--- config.mk ---
export PLATFORM = sky130hd
export DESIGN_NAME = reaction_seq
export DESIGN_NICKNAME = d
export VERILOG_FILES = /design/src/rtl/reaction_seq.sv
export SDC_FILE = /design/constraint.sdc
export NUM_CORES = 1
export LEC_CHECK = 0
export CAP_MARGIN = 20
export CORE_MARGIN = 2
export CORE_UTILIZATION = 50
export CTS_CLUSTER_SIZE = 40
export DETAILED_ROUTE_END_ITERATION = 8
export PLACE_DENSITY = 0.7
export SLEW_MARGIN = 20
export SYNTH_ARGS = -nofsm -noshare
export SYNTH_HDL_FRONTEND = slang
export SYNTH_SLANG_ARGS = --single-unit
--- constraint.sdc ---
create_clock -name clk -period 3.4 [get_ports clk]
set_clock_uncertainty 0.2 [all_clocks]
set_input_delay 1.02 -clock clk [delete_from_list [all_inputs] [get_ports clk]]
set_output_delay 1.02 -clock clk [all_outputs]
set_load 0.01 [all_outputs]
--- src/rtl/reaction_seq.sv ---
// reaction_seq: reaction-timer game sequencer. Waits a pseudo-random delay,
// lights one of four LEDs and times the player's response in 1 ms ticks.
module reaction_seq #(
  parameter int TICK_DIV     = 50000,
  parameter int MIN_DELAY_MS = 1000,
  parameter int MAX_MS       = 9999
) (
  input  logic        clk,
  input  logic        rst,
  input  logic        start,
  input  logic [3:0]  btn,
  output logic [1:0]  led_sel,
  output logic        led_on,
  output logic        busy,
  output logic [13:0] react_ms,
  output logic [1:0]  result_code,
  output logic        result_valid
);
  localparam int            PW        = (TICK_DIV > 1) ? $clog2(TICK_DIV) : 1;
  localparam logic [PW-1:0] TICK_LAST = PW'(TICK_DIV - 1);
  localparam logic [13:0]   MAX_CNT   = 14'(MAX_MS);
  localparam logic [13:0]   MIN_DLY   = 14'(MIN_DELAY_MS);

  localparam logic [1:0] RES_OK      = 2'b00;
  localparam logic [1:0] RES_EARLY   = 2'b01;
  localparam logic [1:0] RES_WRONG   = 2'b10;
  localparam logic [1:0] RES_TIMEOUT = 2'b11;

  typedef enum logic [1:0] {ST_IDLE, ST_WAIT, ST_LIT, ST_DONE} state_e;

  state_e        state_q, state_d;
  logic [15:0]   lfsr_q, lfsr_d;
  logic [PW-1:0] presc_q, presc_d;
  logic [13:0]   delay_q, delay_d;
  logic [1:0]    target_q, target_d;
  logic [13:0]   react_q, react_d;
  logic [1:0]    code_q, code_d;
  logic          valid_q, valid_d;

  logic          tick;
  logic [3:0]    target_onehot;
  logic [13:0]   react_inc;

  assign tick          = (presc_q == TICK_LAST);
  assign target_onehot = 4'b0001 << target_q;
  assign react_inc     = react_q + 14'd1;

  always_comb begin
    // NOTE: every signal gets a default here so no path can infer a latch.
    state_d  = state_q;
    lfsr_d   = {lfsr_q[14:0], lfsr_q[15] ^ lfsr_q[13] ^ lfsr_q[12] ^ lfsr_q[10]};
    presc_d  = tick ? '0 : presc_q + PW'(1);
    delay_d  = delay_q;
    target_d = target_q;
    react_d  = react_q;
    code_d   = code_q;
    valid_d  = 1'b0;

    unique case (state_q)
      ST_IDLE, ST_DONE: begin
        if (start) begin
          delay_d  = MIN_DLY + {3'b000, lfsr_q[10:0]};
          target_d = lfsr_q[12:11];
          presc_d  = '0;
          react_d  = '0;
          state_d  = ST_WAIT;
        end
      end
      ST_WAIT: begin
        if (|btn) begin
          state_d = ST_DONE;
          code_d  = RES_EARLY;
          react_d = '0;
          valid_d = 1'b1;
        end else if (tick) begin
          // The tick that consumes the last ms lights the LED next cycle.
          if (delay_q <= 14'd1) begin
            delay_d = '0;
            presc_d = '0;
            state_d = ST_LIT;
          end else begin
            delay_d = delay_q - 14'd1;
          end
        end
      end
      ST_LIT: begin
        // A press outranks a coincident tick, so the count is not bumped.
        if (|btn) begin
          state_d = ST_DONE;
          code_d  = (btn == target_onehot) ? RES_OK : RES_WRONG;
          valid_d = 1'b1;
        end else if (tick) begin
          if (react_inc >= MAX_CNT) begin
            react_d = MAX_CNT;
            code_d  = RES_TIMEOUT;
            state_d = ST_DONE;
            valid_d = 1'b1;
          end else begin
            react_d = react_inc;
          end
        end
      end
      default: state_d = ST_IDLE;
    endcase
  end

  always_ff @(posedge clk) begin
    // NOTE: state registers use non-blocking assignment so every flop samples
    // pre-edge values regardless of statement order.
    if (rst) begin
      state_q  <= ST_IDLE;
      lfsr_q   <= 16'hACE1;
      presc_q  <= '0;
      delay_q  <= '0;
      target_q <= '0;
      react_q  <= '0;
      code_q   <= RES_OK;
      valid_q  <= 1'b0;
    end else begin
      state_q  <= state_d;
      lfsr_q   <= lfsr_d;
      presc_q  <= presc_d;
      delay_q  <= delay_d;
      target_q <= target_d;
      react_q  <= react_d;
      code_q   <= code_d;
      valid_q  <= valid_d;
    end
  end

  assign led_sel      = target_q;
  assign led_on       = (state_q == ST_LIT);
  assign busy         = (state_q == ST_WAIT) || (state_q == ST_LIT);
  assign react_ms     = react_q;
  assign result_code  = code_q;
  assign result_valid = valid_q;

endmodule
==> impl_results.md <==
* Die X-Extent at 90.6 µm
* Post-synth EDFFs at 0
* Hold Vio Cnt, Final at 0
* # fillers at 675
* Post-layout min period at 3.26 ns
* Most common cell after layout, fill and taps aside: dfxtp_1
* Worst reg2reg path depth at 8
* Share of layout cells above drive strength 1 at 10.6%
* DRT Pass-1 Iters at 5
* Worst Setup Path Type: register to register
* Most frequent CP cell: a221oi_1
* P per Cell Area at 748 mW/mm²
* Post-synthesis cell type count at 60
* Hold EP: lfsr_q[15]
* Initial antenna violation count at 0
* Synth top area share at 35.8%
* # DRC at 0
* I/O pins at 28
* Post_cts resized at 0
* Post-DP HPWL at 6410 µm
* PortBufs at 27
* Top cell type by total area after synthesis: dfxtp_1
* GPL Wtd Cong at 0.854
* Worst R2R End: react_ms[8]
* Largest net degree at the start of global routing at 41
* Initial Utilization at 51.7%
* Synthesized flop and latch total at 67
* Worst Tran Pin Value at 0.901 ns
* Core area at 0.00725 mm²
* First-pass GRT wire length at 15400 µm
* Worst hold stages at 1
* Worst skew pair latency at 0.35 ns
* Worst path required time at 3.45 ns
* DR vias/cell at 6.03
* Root buffer cell: clkbuf_8
* Most used DFF post-synth: dfxtp_1
* Final Core Density at 61.0%
* DIE AREA at 0.00821 mm²
* Final worst slack at 0.138 ns
* Area occupied by multi-input gates at 0.00224 mm²
* Final Non-Filler Cells at 609
* Top cells by area, synth: dfxtp_1 36%, nor2_1 5.2%, a21oi_1 3.7%
* Fmax at 307 MHz
* Per-cell routed wire length at 15.1 µm
* Most frequent cells in the layout: 67 x dfxtp_1, 52 x nor2_1, 33 x nand2_1
* Setup bufs post-CTS at 0
* Synthesized area per cell at 7.95 µm²
* WP data arrival at 3.31 ns
* FP Rows at 31
* Max-Cap Viols at 0
* Hold slack at 0.212 ns
* Syn_nets at 487
* Tcrit/Tclk final at 95.9%
* Placed cell count at 593
* CTS tree: yes
* Worst hold path type: register to register
* Startpoint types: register
* CP max stage cell: o211ai_1
* TritonCTS buffer count at 9
* Setup Total Neg Slack at 0 ns
* Area growth from synthesis to layout at 17.9%
* YS warnings at 0
* # diodes at 0
* Worst R2R Setup Slack at 0.14 ns
* Initial DRC count at 239
* Worst Setup SP: react_ms[0]
* Fraction of registers with async set/reset at 0%
* Crit-path max cell delay at 0.75 ns
* Post-synthesis instance total at 472
* RSZ-0062 raised after global routing: false
* Leakage at 1.62 nW
* GRT Max-Usage Layer: met2
* Crit. End Element: register
* CP Cell Sequence: ha_1 > maj3_1 > a221oi_1 > a221oi_1 > o211ai_1 > buf_4 > a41oi_1 > o221a_2
* Total wire length at 9200 µm
* Crit path max fanout at 10
* Number of hold buffers added after CTS at 0
* Vias in the first global route at 3270
* Met1 Use GR at 30.6%
* H-tree depth at 3
* Met2 usage at 35.6%
* GRT overflow at 0
* Met3 usage at 4.67%
* Post-layout nets at 520
* FF+latch area at 0.00134 mm²
* Setup WS pre-CTS at 0.0000753 ns
* Status: finished clean
* Via Count at 3671
* Reg-to-reg startpoint: react_ms[0]
* CTS sink count at 67
* Max Transition Viols Final at 0
* Clock buffer depth at 2
* Reg clk slew, reported paths at 0.08 ns
* Setup violations, final at 0
* Hold Path Origin: lfsr_q[14]
* Post-route ant nets at 0
* Die height at 90.6 µm
* Worst rel slew slack at 39.7%
* Maximum vdd drop at 0.000331 V
* Mapped Area at 0.00375 mm²
* Total GRT Usage at 22.6%
* Sequential fraction of the synthesis area at 35.8%
synth_stat cells, types with 3 or more instances:
| master | n |
|---|---|
| dfxtp_1 | 67 |
| nor2_1 | 52 |
| nand2_1 | 33 |
| a21oi_1 | 28 |
| nand3_1 | 28 |
| clkbuf_1 | 19 |
| o21ai_0 | 19 |
| inv_1 | 17 |
| a31oi_1 | 16 |
| nor3_1 | 15 |
| xnor2_1 | 14 |
| nand4_1 | 11 |
| nor2b_1 | 10 |
| or2_2 | 10 |
| xor2_1 | 10 |
| and3_1 | 9 |
| ha_1 | 8 |
| nor4_1 | 8 |
| or4_1 | 8 |
| o22ai_1 | 7 |
| a211oi_1 | 6 |
| buf_2 | 5 |
| nand2b_1 | 5 |
| o21ai_1 | 4 |
| or3_1 | 4 |
| a211o_1 | 3 |
| and2_1 | 3 |
| mux2i_1 | 3 |
| nand4b_1 | 3 |
| nor3b_1 | 3 |
| o21a_1 | 3 |
| o32ai_1 | 3 |
| or4b_1 | 3 |
how the worst max path moves through the flow:
| stage | to | slack (ns) | cells after the start |
|---|---|---|---|
| finish | react_ms[8] | 0.14 | 8 |
| global route | react_ms[8] | 0.02 | 8 |
| CTS | react_ms[8] | 0.18 | 8 |
| detailed placement | delay_q[3] | 0.00008 | 6 |
| global placement | delay_q[4] | 0.03 | 6 |
| floorplan | delay_q[4] | 0.47 | 6 |
cells by family (layout without fill, tap and decap cells):
| group | Yosys count | count (layout) | synth area share [%] |
|---|---|---|---|
| multiplexers | 3 | 3 | 0.801 |
| flip-flops | 67 | 67 | 35.8 |
| XOR/XNOR | 24 | 24 | 5.60 |
| adder cells (fa/ha/maj) | 9 | 9 | 2.94 |
| AO/OA/AOI/OAI | 112 | 112 | 19.6 |
| buffers and inverters | 43 | 81 | 4.67 |
| AND/OR/NAND/NOR | 214 | 214 | 30.6 |
per-layer routing:
layer	share of wire (%)	vias to the layer above
li1	-	1801
met1	48	1736
met2	45	118
met3	5.2	16
met4	1.6	0
met5	0	-
report_power, final:
part	internal [mW]	switching, mW
registers	0.906	0.119
logic	0.614	0.911
clock network	0.419	0.340
total	1.94	1.37
state kept, by name (all words and copies together), names as in the netlist:
signal        flops
result_code       2
result_valid      1
delay_q          14
led_sel           2
react_ms         14
state_q           2
lfsr_q           16
presc_q          16
through the flow:
| step | total power, mW | cell area [µm²] |
|---|---|---|
| after floorplan | 2.08 | 3750 |
| after global placement | 2.51 | 4200 |
| after detailed placement | 2.55 | 4200 |
| after CTS | 3.31 | 4420 |
| after global routing | 3.55 | 4420 |
| final | 3.31 | 4420 |
worst max-delay path, delay by kind of cell (launching register included):
| kind | cells | cell delay (ns) |
|---|---|---|
| buffers and inverters | 1 | 0.29 |
| AOI/OAI and AO/OA | 5 | 1.55 |
| DFF | 1 | 0.39 |
| adders and majority gates | 2 | 0.72 |
final cells by class:
type                       count  area share (%)
clock buffer                   9            2.80
clock inverter                 7            2.26
inverter                      17            1.44
multi-input combinational    362            50.7
sequential                    67            30.3
tap                           99            2.80
timing repair buffer          48            9.67
(Power assumes the default switching activity.)
